--- src/rtl/apb_const_reader_pkg.sv ---
// Shared types and constants for the APB constant reader: FSM states,
// field widths of the fetched constant and the constant index encoding.
package apb_const_reader_pkg;

    typedef enum logic [2:0] {
        IDLE,
        SETUP_H,
        ACCESS_H,
        SETUP_L,
        ACCESS_L,
        FIN
    } state_e;

    localparam int EXP_W     = 7;
    localparam int MANT_W    = 57;
    localparam int HI_MANT_W = 25;

    localparam logic [1:0] IDX_PI = 2'd0;
    localparam logic [1:0] IDX_E  = 2'd1;

    // Each constant occupies two consecutive words: high at 2*idx, low at 2*idx+1.
    function automatic logic [31:0] word_addr(input logic [31:0] base,
                                              input logic [1:0]  idx,
                                              input logic        low);
        return base + {29'd0, idx, low};
    endfunction

endpackage

--- src/rtl/apb_rd_timer.sv ---
// Loadable down-counter bounding how long an APB access phase may wait for pready.
module apb_rd_timer #(
    parameter int P_WIDTH = 5
) (
    input  logic               clk_i,
    input  logic               rst_i,
    input  logic               load_i,
    input  logic               dec_i,
    input  logic [P_WIDTH-1:0] load_val_i,
    output logic               last_o
);

    logic [P_WIDTH-1:0] count_q;
    logic [P_WIDTH-1:0] count_d;

    always_comb begin
        count_d = count_q;
        if (load_i) begin
            count_d = load_val_i;
        end else if (dec_i && (count_q != '0)) begin
            count_d = count_q - P_WIDTH'(1);
        end
    end

    always_ff @(posedge clk_i) begin
        if (rst_i) begin
            count_q <= '0;
        end else begin
            count_q <= count_d;
        end
    end

    // Asserted during the final permitted wait cycle of the access phase.
    assign last_o = (count_q <= P_WIDTH'(1));

endmodule

--- src/rtl/apb_const_reader.sv ---
// APB master that fetches a 64-bit constant as two 32-bit reads and splits
// it into exponent and mantissa fields, with slave-error and timeout aborts.
module apb_const_reader
    import apb_const_reader_pkg::*;
#(
    parameter logic [31:0] P_DEVICE_OFFSET = 32'h7000_0000,
    parameter int          P_TIMEOUT       = 16
) (
    input  logic              pclk,
    input  logic              preset,
    input  logic              start,
    input  logic [1:0]        const_idx,
    output logic              busy,
    output logic              done,
    output logic              err,
    output logic [EXP_W-1:0]  exp_out,
    output logic [MANT_W-1:0] mant_out,
    output logic              psel,
    output logic              penable,
    output logic [31:0]       paddr,
    input  logic [31:0]       prdata,
    input  logic              pready,
    input  logic              pslverr
);

    localparam int TMR_W = $clog2(P_TIMEOUT + 1);

    state_e            state_q;
    state_e            state_d;
    logic [1:0]        idx_q;
    logic              err_q;
    logic [31:0]       hi_q;
    logic [EXP_W-1:0]  exp_q;
    logic [MANT_W-1:0] mant_q;

    logic accept;
    logic timer_load;
    logic timer_dec;
    logic timer_last;
    logic capture_hi;
    logic capture_lo;
    logic set_err;

    apb_rd_timer #(
        .P_WIDTH(TMR_W)
    ) u_timer (
        .clk_i      (pclk),
        .rst_i      (preset),
        .load_i     (timer_load),
        .dec_i      (timer_dec),
        .load_val_i (TMR_W'(P_TIMEOUT)),
        .last_o     (timer_last)
    );

    always_comb begin
        state_d    = state_q;
        accept     = 1'b0;
        timer_load = 1'b0;
        timer_dec  = 1'b0;
        capture_hi = 1'b0;
        capture_lo = 1'b0;
        set_err    = 1'b0;
        case (state_q)
            IDLE: begin
                if (start) begin
                    accept  = 1'b1;
                    state_d = SETUP_H;
                end
            end
            SETUP_H: begin
                timer_load = 1'b1;
                state_d    = ACCESS_H;
            end
            ACCESS_H: begin
                if (pready) begin
                    if (pslverr) begin
                        set_err = 1'b1;
                        state_d = FIN;
                    end else begin
                        capture_hi = 1'b1;
                        state_d    = SETUP_L;
                    end
                end else if (timer_last) begin
                    set_err = 1'b1;
                    state_d = FIN;
                end else begin
                    timer_dec = 1'b1;
                end
            end
            SETUP_L: begin
                timer_load = 1'b1;
                state_d    = ACCESS_L;
            end
            ACCESS_L: begin
                if (pready) begin
                    if (pslverr) begin
                        set_err = 1'b1;
                    end else begin
                        capture_lo = 1'b1;
                    end
                    state_d = FIN;
                end else if (timer_last) begin
                    set_err = 1'b1;
                    state_d = FIN;
                end else begin
                    timer_dec = 1'b1;
                end
            end
            FIN: begin
                state_d = IDLE;
            end
            default: begin
                state_d = IDLE;
            end
        endcase
    end

    always_ff @(posedge pclk) begin
        if (preset) begin
            state_q <= IDLE;
            idx_q   <= 2'd0;
            err_q   <= 1'b0;
            hi_q    <= 32'd0;
            exp_q   <= '0;
            mant_q  <= '0;
        end else begin
            state_q <= state_d;
            if (accept) begin
                idx_q <= const_idx;
                err_q <= 1'b0;
            end
            if (set_err) begin
                err_q <= 1'b1;
            end
            if (capture_hi) begin
                hi_q <= prdata;
            end
            // Result fields only change once both words have arrived cleanly.
            if (capture_lo) begin
                exp_q  <= hi_q[31:HI_MANT_W];
                mant_q <= {hi_q[HI_MANT_W-1:0], prdata};
            end
        end
    end

    always_comb begin
        psel    = 1'b0;
        penable = 1'b0;
        paddr   = 32'd0;
        case (state_q)
            SETUP_H: begin
                psel  = 1'b1;
                paddr = word_addr(P_DEVICE_OFFSET, idx_q, 1'b0);
            end
            ACCESS_H: begin
                psel    = 1'b1;
                penable = 1'b1;
                paddr   = word_addr(P_DEVICE_OFFSET, idx_q, 1'b0);
            end
            SETUP_L: begin
                psel  = 1'b1;
                paddr = word_addr(P_DEVICE_OFFSET, idx_q, 1'b1);
            end
            ACCESS_L: begin
                psel    = 1'b1;
                penable = 1'b1;
                paddr   = word_addr(P_DEVICE_OFFSET, idx_q, 1'b1);
            end
            default: begin
                psel    = 1'b0;
                penable = 1'b0;
                paddr   = 32'd0;
            end
        endcase
    end

    assign busy     = (state_q != IDLE);
    assign done     = (state_q == FIN);
    assign err      = err_q;
    assign exp_out  = exp_q;
    assign mant_out = mant_q;

endmodule

--- config.mk ---
export PLATFORM = sky130hd
export DESIGN_NAME = apb_const_reader
export DESIGN_NICKNAME = d
export VERILOG_FILES = /design/src/rtl/apb_const_reader_pkg.sv /design/src/rtl/apb_rd_timer.sv /design/src/rtl/apb_const_reader.sv
export SDC_FILE = /design/constraint.sdc
export NUM_CORES = 1
export LEC_CHECK = 0
export CORE_MARGIN = 2
export CORE_UTILIZATION = 41
export CTS_CLUSTER_SIZE = 8
export DETAILED_ROUTE_END_ITERATION = 8
export PLACE_DENSITY = 0.76
export SYNTH_ARGS = -nofsm -noshare
export SYNTH_HDL_FRONTEND = slang
export SYNTH_SLANG_ARGS = --single-unit
export TNS_END_PERCENT = 10
--- constraint.sdc ---
create_clock -name pclk -period 1.49 [get_ports pclk]
set_input_delay 0.149 -clock pclk [delete_from_list [all_inputs] [get_ports pclk]]
set_output_delay 0.149 -clock pclk [all_outputs]
set_load 0.01 [all_outputs]
==> summary.md <==
| Metric | Value |
|---|---|
| Remaining routing DRC violations | 0 |
| Startpoint Class | register |
| Pin count of the biggest net entering global routing | 67 |
| First drt pass iteration count | 4 |
| Fmax | 665 MHz |
| Average cell area after synthesis | 7.98 µm² |
| Yosys synthesis warning count | 0 |
| Clock transition at the registers of the reported paths | 0.10 ns |
| Violated checks | setup timing |
| Class of the tightest hold or removal check | in2reg |
| Global-route wire length before repair | 15800 µm |
| Synth async-reset ratio | 0% |
| Post-route fraction of the period consumed by the critical path | 101% |
| Post-detailed-placement half-perimeter wirelength | 6960 µm |
| Top cell type's share of synthesized area | 50.5% |
| Cells after Synth | 532 |
| Count of flip-flops with a built-in enable after synthesis | 0 |
| Outcome | finished with violations |
| Die Height | 106 µm |
| Max Cap Viol | 0 |
| Number of setup violations in the final report | 1 |
| Crit path from | u_timer.count_q[1] |
| Global-route total usage across every layer | 17.3% |
| Critical path type | reg2reg |
| Seq pwr share | 54.7% |
| Data required time of the critical path | 1.77 ns |
| Arrival time of data at the critical path endpoint | 1.79 ns |
| Initial cell density of the core | 41.7% |
| Vias in the first global route | 3457 |
| Number of sinks driven by the clock tree | 107 |
| Worst R2R Start | u_timer.count_q[1] |
| Worst reg2reg endpoint | state_q[1] |
| Min setup slack post-route | -0.0138 ns |
| Area of the mapped netlist | 0.00425 mm² |
| Setup TNS Final | -0.0138 ns |
| Average via count per standard cell | 4.75 |
| Peak supply drop | 420 µV |
| Cell types with the largest area share after synthesis | sky130_fd_sc_hd__dfxtp_1 (50%), sky130_fd_sc_hd__nand2_1 (17%), sky130_fd_sc_hd__a21oi_1 (12%), sky130_fd_sc_hd__buf_4 (5.5%), sky130_fd_sc_hd__buf_6 (1.6%) |
| Top cells by count, synth | sky130_fd_sc_hd__nand2_1 (197), sky130_fd_sc_hd__dfxtp_1 (107), sky130_fd_sc_hd__a21oi_1 (100) |
| Static Leakage | 2.08 nW |
| Switching Share | 25.0% |
| Filler Cells Inserted | 930 |
| Port-buffer cells | 113 |
| Fraction of the yosys area taken by sequential cells | 50.5% |
| Number of cells after detailed placement | 772 |
| Antenna violations before repair | 0 |
| Number of register bits inferred by synthesis | 107 |
| Width of the chip | 106 µm |
| CTS tree | yes |
| Worst Hold Depth | 2 |
| Post-synth cell types | 37 |
| Worst hold path endpoint | err |
| Layout cells sized above 1 | 12.9% |
| Worst reg2reg path depth | 6 |
| Clock group share of total power | 33.0% |
| Number of max-slew violations in the final report | 0 |
| Final hold vios | 0 |
| RSZ-0062 raised after global routing | yes |
| Number of buffers added to fix hold violations after cts | 0 |
| H-tree depth | 3 |
| Most used flip-flop cell after synthesis | sky130_fd_sc_hd__dfxtp_1 |
| Post-detailed-route wirelength per cell | 12.5 µm |
| Hold Crit Start | preset |
| Setup clock skew after layout | 0.0128 ns |
| Iteration-0 DRC count of the detailed router | 113 |
| Internal power of the cells | 4.02 mW |
| Number of ports placed on the die boundary | 140 |
| # nets final | 690 |
| Area of the placeable core | 0.0102 mm² |
| Final Critical Period | 1.50 ns |
| DR vias | 3742 |
| Clock insertion delay at the later pin of the skew report | 0.36 ns |
| Largest area contributor in the synthesized netlist | sky130_fd_sc_hd__dfxtp_1 |
| Switching pwr | 1.34 mW |
| Layout Cells excl Fill | 788 |
| Total number of placement rows | 37 |
| Final weighted congestion in routability-driven placement | 0.775 |
| Crit path max fanout | 3 |
| Antenna fix cells | 0 |
| Power Dens Cells | 921 mW/mm² |
| Grt total ovfl | 0 |
| Endpoint class of the critical path | register |
| Total Die Area | 0.0112 mm² |
| TritonCTS Buffers | 9 |
| Antenna Violating Nets Remaining | 0 |
| CTS Root Buffer Type | sky130_fd_sc_hd__clkbuf_8 |
| Portion of total power attributed to combinational logic | 12.3% |
| Most common cell in the netlist | sky130_fd_sc_hd__nand2_1 |
| Clock Tree Buf Depth | 2 |
| Final wirelength | 9860 µm |
| Reg-to-reg setup timing slack | -0.01 ns |
| Area overhead of the layout relative to synthesis | 37.1% |
==> placed cells by master, fill, tap and decap left out, drive strengths merged, types with 2 or more instances in the layout <==
cell type | synthesis | final
clkbuf | 13 | 11
clkinvlp | 0 | 2
a21oi | 100 | 100
and2 | 2 | 2
nor3 | 3 | 3
nor2 | 11 | 11
nand3 | 3 | 3
buf | 51 | 40
o21ai | 2 | 2
a211oi | 2 | 2
nor2b | 3 | 3
mux2i | 5 | 5
inv | 6 | 9
xnor2 | 2 | 2
conb | 1 | 26
nor4 | 2 | 2
dfxtp | 107 | 107
clkdlybuf4s50 | 0 | 102
and3 | 4 | 4
or3 | 3 | 3
ha | 3 | 3
nand2 | 197 | 197
==> worst max-delay path by stage <==
stage / to / cells past startpoint
after floorplan: state_q[1] / 6
after global placement: mant_out[49] / 6
after detailed placement: mant_out[23] / 6
after CTS: paddr[1] / 4
after global routing: state_q[1] / 6
final: state_q[1] / 6
==> metal layers <==
layer,up-vias,global-route usage (%),wire (µm)
met2,101,30.4,4900
met4,0,3.95,90
li1,1893,-,-
met1,1740,20.9,4290
met5,-,0,0
met3,8,4.76,576
==> through the flow <==
stage / power [mW] / area, µm² / worst slack [ns] / utilization, % / hold WS [ns]
2_1_floorplan: 3.34 / 4350 / 0.0254 / - / 0.285
3_3_place_gp: 3.58 / 5520 / -0.183 / 54.2 / 0.438
3_5_place_dp: 3.59 / 5520 / -0.252 / 54.2 / 0.444
4_1_cts: 5.36 / 5740 / -0.0679 / 56.4 / 0.197
5_1_grt: 5.59 / 5820 / -0.0948 / 57.1 / 0.220
6_report: 5.36 / 5820 / -0.0138 / 57.1 / 0.223
==> area by class of cell <==
class / count / area [µm²] / area share [%]
clock buffer: 9 / 124 / 2.13
tap: 136 / 170 / 2.92
multi-input combinational: 380 / 1870 / 32.1
sequential: 107 / 2150 / 37.0
timing repair buffer: 144 / 1410 / 24.2
clock inverter: 6 / 71.3 / 1.23
inverter: 6 / 22.5 / 0.387
==> critical path, stage by stage, from the launching register on <==
cell	delay, ns
sky130_fd_sc_hd__dfxtp_2	0.35
sky130_fd_sc_hd__inv_2	0.05
sky130_fd_sc_hd__ha_4	0.15
sky130_fd_sc_hd__o21ba_4	0.25
sky130_fd_sc_hd__o31ai_4	0.07
sky130_fd_sc_hd__or3_1	0.37
sky130_fd_sc_hd__a211oi_2	0.19
==> what timing repair did <==
action / in CTS / in global routing
buffers inserted: 0 / 1
setup endpoints to repair: 13 / 20
pin swaps: 1 / 8
gates resized for setup: 43 / 30
==> registers in the layout (all words and copies together) (netlist names) <==
name / flops
idx_q: 2
err: 1
hi_q: 32
mant_out: 57
state_q: 3
exp_out: 7
u_timer.count_q: 5
==> power by group through the flow <==
stage                     registers, mW  logic [mW]  clock network, mW
after floorplan                    2.99       0.355                  0
after global placement             2.99       0.594                  0
after detailed placement           2.99       0.606                  0
after CTS                          2.93       0.598               1.84
after global routing               2.94       0.708               1.95
final                              2.93       0.661               1.77
==> cells by family (layout without fill, tap and decap cells) <==
logic type	after synthesis	count (layout)	synth area share (%)
simple gates	232	232	22.3
compound gates	111	111	14.1
flops	107	107	50.5
buf+inv	70	165	10.3
mux	5	5	1.18
fa+ha+maj	3	3	0.884
xor+xnor	3	3	0.619
other cells	1	26	0.0883
Note: power is estimated with default switching activity, not from simulation.
